<file path="config.mk">
export PLATFORM = sky130hd
export DESIGN_NAME = llr_hard_slicer_flat
export DESIGN_NICKNAME = d
export VERILOG_FILES = /design/src/rtl/llr_hard_slicer_if.sv /design/src/rtl/llr_hard_slicer.sv /design/src/flat_wrapper.sv
export SDC_FILE = /design/constraint.sdc
export NUM_CORES = 1
export LEC_CHECK = 0
export CAP_MARGIN = 20
export CORE_MARGIN = 5
export CORE_UTILIZATION = 54
export CTS_BUF_LIST = sky130_fd_sc_hd__clkbuf_4
export DETAILED_ROUTE_END_ITERATION = 10
export MAX_ROUTING_LAYER = met4
export PLACE_DENSITY_LB_ADDON = 0.08
export REMOVE_ABC_BUFFERS = 1
export SYNTH_ARGS = -nofsm -noshare
export SYNTH_HDL_FRONTEND = slang
export SYNTH_SLANG_ARGS = --single-unit
</file>
<file path="constraint.sdc">
create_clock -name aclk -period 3.4 [get_ports aclk]
set_clock_uncertainty 0.1 [all_clocks]
set_input_delay 0.34 -clock aclk [delete_from_list [all_inputs] [get_ports aclk]]
set_output_delay 0.34 -clock aclk [all_outputs]
set_load 0.005 [all_outputs]
</file>
<file path="src/rtl/llr_hard_slicer_if.sv">
// AXI-Stream bundle shared by the LLR input and the packed hard-decision output.
// tuser carries start-of-frame on the LLR side and is driven low on the output side.
interface llr_hard_slicer_if #(
  parameter int DATA_WIDTH = 16
);
  logic [DATA_WIDTH-1:0] tdata;
  logic                  tvalid;
  logic                  tready;
  logic                  tuser;
  logic                  tlast;

  modport master (output tdata, output tvalid, output tuser, output tlast, input tready);
  modport slave  (input tdata, input tvalid, input tuser, input tlast, output tready);
endinterface

</file>
<file path="src/rtl/llr_hard_slicer.sv">
// Slices LLRs to hard bits, packs them LSB-first into words and reports per-frame
// length, decision-flip count and framing errors.
module llr_hard_slicer #(
  parameter int DATA_WIDTH = 16
) (
  input  logic                     aclk,
  input  logic                     aresetn,
  input  logic [DATA_WIDTH-1:0]    blklen,
  llr_hard_slicer_if.slave         s_axis_llr,
  input  logic                     s_axis_extr_tvalid,
  input  logic [DATA_WIDTH-1:0]    s_axis_extr_tdata,
  llr_hard_slicer_if.master        m_axis_hd,
  output logic                     frame_done,
  output logic [DATA_WIDTH-1:0]    frame_len,
  output logic [DATA_WIDTH-1:0]    flip_cnt,
  output logic                     err_len,
  output logic                     err_sof,
  output logic                     err_extr
);
  localparam int IW = $clog2(DATA_WIDTH) + 1;
  localparam logic [IW-1:0] LAST_IDX = IW'(DATA_WIDTH - 1);
  localparam logic [DATA_WIDTH-1:0] CNT_MAX = '1;

  typedef enum logic {IDLE, RUN} state_t;
  state_t state_reg, state_next;

  logic [DATA_WIDTH-1:0] pack_reg, pack_next;
  logic [IW-1:0]         bit_idx_reg, bit_idx_next;
  logic [DATA_WIDTH-1:0] len_reg, len_next;
  logic [DATA_WIDTH-1:0] flip_reg, flip_next;
  logic [DATA_WIDTH-1:0] blklen_reg, blklen_next;
  logic                  err_sof_acc_reg, err_sof_acc_next;
  logic                  err_extr_acc_reg, err_extr_acc_next;
  logic                  ready_en_reg;

  logic [DATA_WIDTH-1:0] out_data_reg, out_data_next;
  logic                  out_valid_reg, out_valid_next;
  logic                  out_last_reg, out_last_next;

  logic                  done_reg, done_next;
  logic [DATA_WIDTH-1:0] st_len_reg, st_len_next;
  logic [DATA_WIDTH-1:0] st_flip_reg, st_flip_next;
  logic                  st_err_len_reg, st_err_len_next;
  logic                  st_err_sof_reg, st_err_sof_next;
  logic                  st_err_extr_reg, st_err_extr_next;

  logic                  llr_ready, acc, hb, flip_hit, publish, emit;
  logic [DATA_WIDTH-1:0] hb_word, merged;

  // Only the sign bits of the samples carry information for this block.
  wire unused_low_bits = &{1'b0, s_axis_llr.tdata[DATA_WIDTH-2:0],
                           s_axis_extr_tdata[DATA_WIDTH-2:0]};

  function automatic logic [DATA_WIDTH-1:0] sat_inc(input logic [DATA_WIDTH-1:0] v);
    return (v == CNT_MAX) ? v : v + DATA_WIDTH'(1);
  endfunction

  // Ready depends only on registered state and downstream ready, never on tvalid.
  assign llr_ready         = ready_en_reg && !(out_valid_reg && !m_axis_hd.tready);
  assign s_axis_llr.tready = llr_ready;
  assign acc               = s_axis_llr.tvalid && llr_ready;
  assign hb                = s_axis_llr.tdata[DATA_WIDTH-1];
  assign flip_hit          = s_axis_extr_tvalid && (s_axis_extr_tdata[DATA_WIDTH-1] != hb);
  assign hb_word           = {{(DATA_WIDTH-1){1'b0}}, hb};
  assign merged            = pack_reg | (hb_word << bit_idx_reg);

  always_comb begin
    state_next        = state_reg;
    pack_next         = pack_reg;
    bit_idx_next      = bit_idx_reg;
    len_next          = len_reg;
    flip_next         = flip_reg;
    blklen_next       = blklen_reg;
    err_sof_acc_next  = err_sof_acc_reg;
    err_extr_acc_next = err_extr_acc_reg | (s_axis_extr_tvalid && !acc);
    publish           = 1'b0;
    emit              = 1'b0;
    out_data_next     = out_data_reg;
    out_last_next     = out_last_reg;
    out_valid_next    = out_valid_reg && !m_axis_hd.tready;

    case (state_reg)
      IDLE: begin
        if (acc) begin
          if (s_axis_llr.tuser) begin
            blklen_next = blklen;
            len_next    = DATA_WIDTH'(1);
            flip_next   = flip_hit ? DATA_WIDTH'(1) : '0;
            if (s_axis_llr.tlast) begin
              emit          = 1'b1;
              out_data_next = hb_word;
              out_last_next = 1'b1;
              publish       = 1'b1;
              pack_next     = '0;
              bit_idx_next  = '0;
            end else begin
              pack_next    = hb_word;
              bit_idx_next = IW'(1);
              state_next   = RUN;
            end
          end else begin
            // Stray beat outside a frame is dropped and charged to the next frame.
            err_sof_acc_next = 1'b1;
          end
        end
      end
      RUN: begin
        if (acc) begin
          len_next = sat_inc(len_reg);
          if (flip_hit) flip_next = sat_inc(flip_reg);
          if (s_axis_llr.tuser) err_sof_acc_next = 1'b1;
          if (bit_idx_reg == LAST_IDX || s_axis_llr.tlast) begin
            emit          = 1'b1;
            out_data_next = merged;
            out_last_next = s_axis_llr.tlast;
            pack_next     = '0;
            bit_idx_next  = '0;
          end else begin
            pack_next    = merged;
            bit_idx_next = bit_idx_reg + IW'(1);
          end
          if (s_axis_llr.tlast) begin
            publish    = 1'b1;
            state_next = IDLE;
          end
        end
      end
      default: state_next = IDLE;
    endcase

    if (emit) out_valid_next = 1'b1;

    done_next        = publish;
    st_len_next      = st_len_reg;
    st_flip_next     = st_flip_reg;
    st_err_len_next  = st_err_len_reg;
    st_err_sof_next  = st_err_sof_reg;
    st_err_extr_next = st_err_extr_reg;
    if (publish) begin
      st_len_next       = len_next;
      st_flip_next      = flip_next;
      st_err_len_next   = (len_next != blklen_next);
      st_err_sof_next   = err_sof_acc_next;
      st_err_extr_next  = err_extr_acc_next;
      err_sof_acc_next  = 1'b0;
      err_extr_acc_next = 1'b0;
    end
  end

  always_ff @(posedge aclk or negedge aresetn) begin
    if (!aresetn) begin
      state_reg        <= IDLE;
      pack_reg         <= '0;
      bit_idx_reg      <= '0;
      len_reg          <= '0;
      flip_reg         <= '0;
      blklen_reg       <= '0;
      err_sof_acc_reg  <= 1'b0;
      err_extr_acc_reg <= 1'b0;
      ready_en_reg     <= 1'b0;
      out_data_reg     <= '0;
      out_valid_reg    <= 1'b0;
      out_last_reg     <= 1'b0;
      done_reg         <= 1'b0;
      st_len_reg       <= '0;
      st_flip_reg      <= '0;
      st_err_len_reg   <= 1'b0;
      st_err_sof_reg   <= 1'b0;
      st_err_extr_reg  <= 1'b0;
    end else begin
      state_reg        <= state_next;
      pack_reg         <= pack_next;
      bit_idx_reg      <= bit_idx_next;
      len_reg          <= len_next;
      flip_reg         <= flip_next;
      blklen_reg       <= blklen_next;
      err_sof_acc_reg  <= err_sof_acc_next;
      err_extr_acc_reg <= err_extr_acc_next;
      ready_en_reg     <= 1'b1;
      out_data_reg     <= out_data_next;
      out_valid_reg    <= out_valid_next;
      out_last_reg     <= out_last_next;
      done_reg         <= done_next;
      st_len_reg       <= st_len_next;
      st_flip_reg      <= st_flip_next;
      st_err_len_reg   <= st_err_len_next;
      st_err_sof_reg   <= st_err_sof_next;
      st_err_extr_reg  <= st_err_extr_next;
    end
  end

  assign m_axis_hd.tdata  = out_data_reg;
  assign m_axis_hd.tvalid = out_valid_reg;
  assign m_axis_hd.tlast  = out_last_reg;
  assign m_axis_hd.tuser  = 1'b0;
  assign frame_done       = done_reg;
  assign frame_len        = st_len_reg;
  assign flip_cnt         = st_flip_reg;
  assign err_len          = st_err_len_reg;
  assign err_sof          = st_err_sof_reg;
  assign err_extr         = st_err_extr_reg;
endmodule
</file>
<file path="src/flat_wrapper.sv">
// flat-port wrapper written by rule: the top's interface ports become plain ports
module llr_hard_slicer_flat 
#(
  parameter int DATA_WIDTH = 16
)
  (aclk, aresetn, blklen, s_axis_extr_tvalid, s_axis_extr_tdata, frame_done, frame_len, flip_cnt, err_len, err_sof, err_extr, s_axis_llr_tdata, s_axis_llr_tvalid, s_axis_llr_tuser, s_axis_llr_tlast, s_axis_llr_tready, m_axis_hd_tdata, m_axis_hd_tvalid, m_axis_hd_tuser, m_axis_hd_tlast, m_axis_hd_tready);
  llr_hard_slicer_if #(.DATA_WIDTH(DATA_WIDTH)) s_axis_llr_i ();
  llr_hard_slicer_if #(.DATA_WIDTH(DATA_WIDTH)) m_axis_hd_i ();
  input  logic aclk;
  input  logic aresetn;
  input  logic [DATA_WIDTH-1:0] blklen;
  input  logic s_axis_extr_tvalid;
  input  logic [DATA_WIDTH-1:0] s_axis_extr_tdata;
  output logic frame_done;
  output logic [DATA_WIDTH-1:0] frame_len;
  output logic [DATA_WIDTH-1:0] flip_cnt;
  output logic err_len;
  output logic err_sof;
  output logic err_extr;
  input wire logic [$bits(s_axis_llr_i.tdata)-1:0] s_axis_llr_tdata;
  input wire logic [$bits(s_axis_llr_i.tvalid)-1:0] s_axis_llr_tvalid;
  input wire logic [$bits(s_axis_llr_i.tuser)-1:0] s_axis_llr_tuser;
  input wire logic [$bits(s_axis_llr_i.tlast)-1:0] s_axis_llr_tlast;
  output wire logic [$bits(s_axis_llr_i.tready)-1:0] s_axis_llr_tready;
  output wire logic [$bits(m_axis_hd_i.tdata)-1:0] m_axis_hd_tdata;
  output wire logic [$bits(m_axis_hd_i.tvalid)-1:0] m_axis_hd_tvalid;
  output wire logic [$bits(m_axis_hd_i.tuser)-1:0] m_axis_hd_tuser;
  output wire logic [$bits(m_axis_hd_i.tlast)-1:0] m_axis_hd_tlast;
  input wire logic [$bits(m_axis_hd_i.tready)-1:0] m_axis_hd_tready;
  assign s_axis_llr_i.tdata = s_axis_llr_tdata;
  assign s_axis_llr_i.tvalid = s_axis_llr_tvalid;
  assign s_axis_llr_i.tuser = s_axis_llr_tuser;
  assign s_axis_llr_i.tlast = s_axis_llr_tlast;
  assign s_axis_llr_tready = s_axis_llr_i.tready;
  assign m_axis_hd_tdata = m_axis_hd_i.tdata;
  assign m_axis_hd_tvalid = m_axis_hd_i.tvalid;
  assign m_axis_hd_tuser = m_axis_hd_i.tuser;
  assign m_axis_hd_tlast = m_axis_hd_i.tlast;
  assign m_axis_hd_i.tready = m_axis_hd_tready;
  llr_hard_slicer #(.DATA_WIDTH(DATA_WIDTH)) u_core (.aclk(aclk), .aresetn(aresetn), .blklen(blklen), .s_axis_llr(s_axis_llr_i), .s_axis_extr_tvalid(s_axis_extr_tvalid), .s_axis_extr_tdata(s_axis_extr_tdata), .m_axis_hd(m_axis_hd_i), .frame_done(frame_done), .frame_len(frame_len), .flip_cnt(flip_cnt), .err_len(err_len), .err_sof(err_sof), .err_extr(err_extr));
endmodule
</file>
; ---- Word level (Yosys, flattened, before mapping)
; Cells that the tools add are included.
[op_classes]
n_addsub = 3
n_mul = 0
div_mod_pow = 0
order_cmp = 0
eq_ne = 10
shifts = 1
n_mux = 60
bitwise = 3
reduce_logical = 11
[ops]
columns = operator, n
row1 = $mux W16, 21
row2 = $pmux W16 S2, 4
row3 = $add A16 B1 Y16 const B, 2
row4 = $eq A16 B16 Y1 const B, 2
row5 = $mux W1, 25
row6 = $mux W5, 4
row7 = $ne A16 B16 Y1, 1
row8 = $or A16 B16 Y16, 1
row9 = $shl A1 B5 Y16, 1
row10 = $pmux W1 S2, 5
row11 = $pmux W5 S2, 1
row12 = $ne A2 B2 Y1 const B, 4
row13 = $add A5 B1 Y5 const B, 1
row14 = $eq A5 B4 Y1 const B, 1
row15 = $logic_and A1 B1 Y1, 5
row16 = $reduce_and A5 Y1, 1
row17 = $logic_not A1 Y1, 3
row18 = $reduce_and A3 Y1, 1
row19 = $ne A2 B1 Y1 const B, 1
row20 = $logic_or A1 B1 Y1, 1
row21 = $ne A1 B1 Y1, 1
row22 = $not A1 Y1, 1
row23 = $or A1 B1 Y1, 1
[totals]
regBits = 127
latch_bits = 0
mem_bits_rw = 0
rom_bits = 0
output_inout_bits = 56
wordCells = 106
n_memories = 0

; ---- Longest topological paths before layout
; Gate-level depths: netlist of the first run.
[logic_depth]
ltp_word = 9
ltp_mapped = 11

; ---- Worst setup path after synthesis of the first run
; Ideal clock, no wire load.
[synth_path]
path_kind = register to register
startpoint = register u_core.out_valid_reg, in the netlist u_core.m_axis_hd.tvalid
endpoint = register u_core.st_err_len_reg, in the netlist u_core.err_len
setup_ns = 0.136
t_arrival_ns = 2.261
slack_ns = 0.902
stages_incl_launch_ff = 9
n_path_buf = 0
path_cell_list = dfrtp_1 nor2b_1 or4_4 nor4_1 xor2_1 a221o_1 xor2_1 nor4_1 a31oi_1
[synth_between]
elab_chain_cells = 7
word_cells_on_any_way = 13
classes_between = 1 x eq/ne / 8 x mux / 4 x reduce/logical
[synth_rtl]
columns = item, line_no
row1 = from (decl), llr_hard_slicer.sv:37  ; logic out_valid_reg, out_valid_next;
row2 = from (signal assigned), llr_hard_slicer.sv:181  ; out_valid_reg <= out_valid_next;
row3 = $logic_and A1 B1 Y1 *, llr_hard_slicer.sv:59  ; assign llr_ready = ready_en_reg && !(out_valid_reg && !m_axis_hd.tready);
row4 = $logic_not A1 Y1 *, llr_hard_slicer.sv:59
row5 = $logic_and A1 B1 Y1 *, llr_hard_slicer.sv:59
row6 = $logic_and A1 B1 Y1 *, llr_hard_slicer.sv:61  ; assign acc = s_axis_llr.tvalid && llr_ready;
row7 = $mux W16 (on tied branches), "llr_hard_slicer.sv:108, llr_hard_slicer.sv:84"
row8 = $pmux W16 S2 *, llr_hard_slicer.sv:82  ; case (state_reg)
row9 = net u_core.len_next[15], llr_hard_slicer.sv:29  ; logic [DATA_WIDTH-1:0] len_reg, len_next;
row10 = $ne A16 B16 Y1 *, llr_hard_slicer.sv:142  ; st_err_len_next = (len_next != blklen_next);
row11 = to (signal assigned), llr_hard_slicer.sv:186  ; st_err_len_reg <= st_err_len_next;
row12 = to (decl), llr_hard_slicer.sv:43  ; logic st_err_len_reg, st_err_len_next;
; Mark *: on every way through the listed nets, which the timed path passes. The rest lies on a longest branch.
; A chain may end at the register's enable or synchronous reset.

; ---- Final worst setup path of the first run
; Same ends and word-level chain as after synthesis.

==> results.tsv, run 1 <==
metric	value	unit
post_cts_buffers	0	
clock_sinks	127	
synth_edf_count	0	
combPwrFrac	0.196	
synth_area	0.005923	mm2
multiInputGateArea	0.002577	mm2
drt_pre_antenna_iters	7	
wl_per_cell	16.25	um
vias	4880	
ys_types	59	
crit_start	u_core.m_axis_hd.tvalid	
setup_tns	0	ps
io_buffers	79	
end_kind	flop	
grt_first_pass_wirelength	23760	um
final_cells	867	
syn_to_final_growth	21.59	%
rows	38	
ant_nets	0	
rsz0062_at_grt	false	
ir_drop	0.3005	mV
slew_viol_final	0	
ys_ff_latch	127	
grt_pass1_vias	4939	
place_congestion	0.9420	
period_needed	2853	ps
placed_cell_area	0.006962	mm2
swShare	0.3000	
grt_max_degree	62	
hold_viol_final	0	
r2r_setup_slack	550	ps
worstPathArrival	3180	ps
ff2ff_path_depth	8	
die-area	0.01316	mm2
p_clk_frac	0.273	
p_leak	3.381	nW
clockBufferDepth	2	
layout_commonest_cell	nand2_1	
numPlacedInstances	835	
setup_ws	546.6	ps
drc	0	
timing.hold.ws	211.0	ps
cell_internal_pwr	2.332	mW
via_per_inst	5.629	
track_usage	0.2350	
layout_common_cells	nand2_1 (171), dfrtp_1 (127), clkdlybuf4s50_1 (78)	
maxSlewHeadroom	0.5420	
ff_latch_area	0.003178	mm2
grt-ovfl-total	0	
drtIter0Drc	349	
dp_hpwl	9935	um
r2r_start	u_core.m_axis_hd.tvalid	
yosys_warnings	0	
cp-start-kind	flop	
io_pins	111	
timing.rr.end	u_core.err_len	
endpoint	u_core.err_len	
cts_tree	yes	
routed_wl	14090	um
antennaDiodeCount	0	
status	finished clean	
pre_cts_slack	196.4	ps
power_switching	0.9994	mW
synthCells	622	
post_cts_resized	0	
stdcell_area	0.007202	mm2
clk_pin_slew_worst_paths	110	ps
p_per_area	462.6	mW/mm2
finalCritPeriodShare	0.8392	
nNetsFinal	774	
max_cap_violations	0	
synthArstFlopShare	1.000	
start_util	0.5488	
post-route-util	0.6673	
pwr-share-seq	0.531	
ctsHtreeMaxLevel	4	
clk_latency	550	ps
antenna_found_initial	0	
fp.dieH	114.7	um
cts_inserted_buffers	17	
synth_ff_type	dfrtp_1	
seq_area_frac_synth	0.5365	
fmaxAchievable	350.5	MHz
crit_fanout	4	
drive_gt1_frac	0.09629	
tightest_slew	685.4	ps
crit_required	3730	ps
ctsRootBufferMaster	clkbuf_4	
worstSetupPathType	reg2reg	
fillCellCount	920	
syn_avg_cell_area	9.523	um2
p_total	3.331	mW
die_width	114.7	um
core	0.01079	mm2
min_path_type	in2async	
finalSetupViolations	0	
[critical path: stages, from the launching register on]
cell     delay (ps)
dfrtp_1         430
nor2b_1         180
or4_4           580
nor4_1          240
xor2_1          110
a221o_1         380
xor2_1          190
nor4_1          400
a31oi_1         130
[worst min path at each step]
stage | depth (start not counted) | to | slack (ps) | from
floorplan | 0 | u_core.bit_idx_reg[0] | -60 | aresetn
global placement | 1 | u_core.m_axis_hd.tdata[2] | 260 | aresetn
detailed placement | 1 | u_core.m_axis_hd.tdata[11] | 270 | aresetn
CTS | 2 | u_core.m_axis_hd.tdata[9] | 210 | aresetn
global route | 3 | u_core.blklen_reg[4] | 220 | blklen[4]
finish | 2 | u_core.m_axis_hd.tdata[9] | 210 | aresetn
[layout make-up]
cell class / count / area share
clock buffers: 21 / 0.02189
flip-flops and latches: 127 / 0.4413
clock inverters: 10 / 0.01008
repair buffers: 103 / 0.1383
inverters: 12 / 0.006254
well taps: 140 / 0.02432
multi-input cells: 454 / 0.3579
[Yosys cell counts (2+ instances only)]
library cell	n	area, um2
a22o_1	26	227.7
conb_1	2	7.510
a311oi_1	2	17.52
xnor2_1	10	87.58
a31oi_1	5	31.28
nand2_1	171	641.9
nor3_1	10	50.05
o41ai_1	3	26.28
nand3_2	2	20.02
a21oi_1	25	125.1
and2_1	3	18.77
nand2b_1	4	25.02
o311ai_1	2	17.52
nor4_1	5	31.28
o21ai_0	24	120.1
clkbuf_1	18	67.56
o21ai_2	2	17.52
nand3_1	7	35.03
or4_1	2	15.01
dfrtp_1	127	3178
xor2_1	12	105.1
and3_1	7	43.79
mux2i_1	17	170.2
buf_1	2	7.510
a21o_1	2	15.01
nand4_1	15	93.84
inv_1	10	37.54
buf_2	8	40.04
nor2_1	49	183.9
mux2_2	5	56.30
o31ai_1	4	30.03
a211oi_1	3	22.52
or3_1	3	18.77
nor4_2	2	25.02
nand4b_1	2	17.52
nor2b_1	4	25.02
nor4b_1	2	17.52
ha_1	4	50.05
[power groups by stage]
| stage | logic (mW) | registers [mW] | clock network (mW) |
|---|---|---|---|
| 6_report | 0.653 | 1.77 | 0.910 |
| 5_1_grt | 0.735 | 1.79 | 1.00 |
| 4_1_cts | 0.659 | 1.77 | 0.930 |
| 3_5_place_dp | 0.654 | 1.80 | 0 |
| 3_3_place_gp | 0.636 | 1.79 | 0 |
| 2_1_floorplan | 0.338 | 1.78 | 0 |
[per-layer routing]
layer	up-vias	global-route usage	wire [um]
li1	2339	-	-
met1	2370	0.2939	6209
met2	146	0.3741	6897
met3	25	0.05842	674
met4	0	0.08372	308
met5	-	-	0
[timing repair]
item,CTS,global route
endpoints found under the hold margin,40,0
hold buffers,1,0
endpoints found under the setup margin,0,0
[cell families after synthesis]
family | after synthesis | synth area share
and+or+nand+nor | 296 | 0.2309
DFF | 127 | 0.5365
AOI/OAI and AO/OA | 108 | 0.1238
buffers and inverters | 41 | 0.02831
xor gates and xnor gates | 22 | 0.03253
muxes | 22 | 0.03823
adders and majority gates | 4 | 0.008450
other | 2 | 0.001268
Note: power is estimated with default switching activity, not from simulation.
==> run 2: changes to the inputs <==
--- a/config.mk
+++ b/config.mk
@@ -7,7 +7,7 @@
 export LEC_CHECK = 0
 export CAP_MARGIN = 20
 export CORE_MARGIN = 5
-export CORE_UTILIZATION = 54
+export CORE_UTILIZATION = 49
 export CTS_BUF_LIST = sky130_fd_sc_hd__clkbuf_4
 export DETAILED_ROUTE_END_ITERATION = 10
 export MAX_ROUTING_LAYER = met4
==> constraint.sdc (replaced) <==
create_clock -name aclk -period 2.5 [get_ports aclk]
set_clock_uncertainty 0.1 [all_clocks]
set_input_delay 0.25 -clock aclk [delete_from_list [all_inputs] [get_ports aclk]]
set_output_delay 0.25 -clock aclk [all_outputs]
set_load 0.005 [all_outputs]
==> run 2 against run 1 <==
Against the previous run: first-iteration DRC count is 4.9% higher; critical path type unchanged; critical path depth is 2 higher; critical endpoint unchanged; the flow now finishes with violations (setup timing); sequential power is 34% higher; clock power is 59% higher; flip-flop and latch count stayed put; largest power group unchanged; wire length is 9.3% higher; register-to-register slack worse by 660 ps.
==> results.tsv, run 2 (synthesized netlist as in run 1, its figures left out) <==
metric	value	unit	change
end_kind	flop		
layout_commonest_cell	nand2_1		
wl_per_cell	16.09	um	-0.98%
r2r_setup_slack	-120	ps	-660 ps
clock_sinks	127		unchanged
via_per_inst	5.381		-4.4%
rsz0062_at_grt	true		
clk_latency	540	ps	about the same
worstPathArrival	2920	ps	-260 ps
power_switching	1.463	mW	+46%
violations	setup timing		
crit_fanout	3		-1
r2r_start	u_core.len_reg[1]		
drt_pre_antenna_iters	5		-2
hold_viol_final	0		unchanged
endpoint	u_core.err_len		
ctsRootBufferMaster	clkbuf_4		
grt_max_degree	64		+3.2%
p_clk_frac	0.290		+0.017
drtIter0Drc	366		+4.9%
max_cap_violations	0		unchanged
antenna_found_initial	0		unchanged
pwr-share-seq	0.477		-0.054
finalCritPeriodShare	1.047		+0.2079
track_usage	0.2290		-0.005919
fmaxAchievable	382.0	MHz	+9.0%
ant_nets	0		unchanged
setup_tns	-118.0	ps	-118.0 ps
post-route-util	0.6741		+0.006770
final_cells	957		+10%
grt_pass1_vias	5273		+6.8%
ir_drop	0.5510	mV	+83%
p_per_area	621.1	mW/mm2	+34%
combPwrFrac	0.232		+0.036
numPlacedInstances	914		+9.5%
clockBufferDepth	2		unchanged
die_width	119.9	um	+4.5%
layout_common_cells	nand2_1 (169), dfrtp_1 (127), buf_4 (100)		
vias	5150		+5.5%
drc	0		unchanged
dp_hpwl	10920	um	+9.9%
slew_viol_final	0		unchanged
nNetsFinal	856		+11%
io_pins	111		unchanged
crit_required	2800	ps	-930 ps
finalSetupViolations	1		+1
rows	40		+5.3%
setup_ws	-118.0	ps	-664.6 ps
worstSetupPathType	reg2reg		
cts_tree	yes		
routed_wl	15400	um	+9.3%
drive_gt1_frac	0.2062		+0.1099
grt-ovfl-total	0		unchanged
stdcell_area	0.008029	mm2	+11%
fillCellCount	1009		+9.7%
core	0.01191	mm2	+10%
grt_first_pass_wirelength	25560	um	+7.6%
cell_internal_pwr	3.523	mW	+51%
syn_to_final_growth	35.55	%	
ctsHtreeMaxLevel	4		unchanged
antennaDiodeCount	0		unchanged
min_path_type	in2async		
die-area	0.01439	mm2	+9.3%
timing.rr.end	u_core.err_len		
placed_cell_area	0.007548	mm2	+8.4%
place_congestion	0.8962		-4.9%
fp.dieH	119.9	um	+4.5%
io_buffers	79		unchanged
clk_pin_slew_worst_paths	110	ps	about the same
cp-start-kind	flop		
timing.hold.ws	154.4	ps	-56.64 ps
crit_start	u_core.len_reg[1]		
p_leak	3.834	nW	+13%
status	finished with violations		
swShare	0.2934		-0.006550
start_util	0.4973		-0.05154
period_needed	2618	ps	-235.4 ps
cts_inserted_buffers	17		unchanged
ff2ff_path_depth	10		+2
run 2: what timing repair did:
action	in CTS	in global routing
buffers inserted	3	7
pin swaps	11	7
endpoints found under the hold margin	127	0
setup endpoints to repair	1	7
hold buffers	2	0
resized for setup	13	7
run 2: metrics by stage:
stage | setup slack, ps | total power [mW]
2_1_floorplan | -1225 | 2.884
3_3_place_gp | -492.1 | 3.475
3_5_place_dp | -541.1 | 3.516
4_1_cts | -110.3 | 5.014
5_1_grt | -220.9 | 5.253
6_report | -118.0 | 4.987
run 2: power groups by stage:
stage / combinational (mW) / sequential [mW] / clock (mW)
after floorplan: 0.459 / 2.42 / 0
after global placement: 1.08 / 2.40 / 0
after detailed placement: 1.10 / 2.41 / 0
after CTS: 1.15 / 2.38 / 1.48
after global routing: 1.27 / 2.41 / 1.57
final: 1.16 / 2.38 / 1.45
run 2: critical path: stages, from the launching register on:
cell	delay, ps
dfrtp_1	450
ha_4	190
nand2_2	80
or2_4	270
o311ai_1	290
o41ai_1	140
buf_4	160
xor2_1	130
or4_1	480
nor3_2	120
a31oi_1	90
run 2: layer usage:
| metal | track usage | wire [um] |
|---|---|---|
| met1 | 0.2874 | 7017 |
| met4 | 0.07516 | 399 |
| met3 | 0.05325 | 539 |
| met2 | 0.3688 | 7444 |
| met5 | - | 0 |
run 2: cell type report:
type | count | area [um2] | share of cell area
Clock inverter | 13 | 146.4 | 0.01823
Inverter | 12 | 45.04 | 0.005610
Tap cell | 147 | 183.9 | 0.02291
Timing Repair Buffer | 185 | 1652 | 0.2057
Sequential cell | 127 | 3178 | 0.3958
Clock buffer | 19 | 142.6 | 0.01777
Multi-Input combinational cell | 454 | 2681 | 0.3340
run 2: how the worst min path moves through the flow:
| stage | end | slack (ps) | depth (start not counted) |
|---|---|---|---|
| 2_1_floorplan | u_core.bit_idx_reg[0] | -150 | 0 |
| 3_3_place_gp | u_core.m_axis_hd.tdata[10] | 3 | 1 |
| 3_5_place_dp | u_core.m_axis_hd.tdata[10] | 2 | 1 |
| 4_1_cts | u_core.blklen_reg[11] | 140 | 3 |
| 5_1_grt | u_core.blklen_reg[11] | 130 | 3 |
| 6_report | u_core.blklen_reg[1] | 150 | 3 |
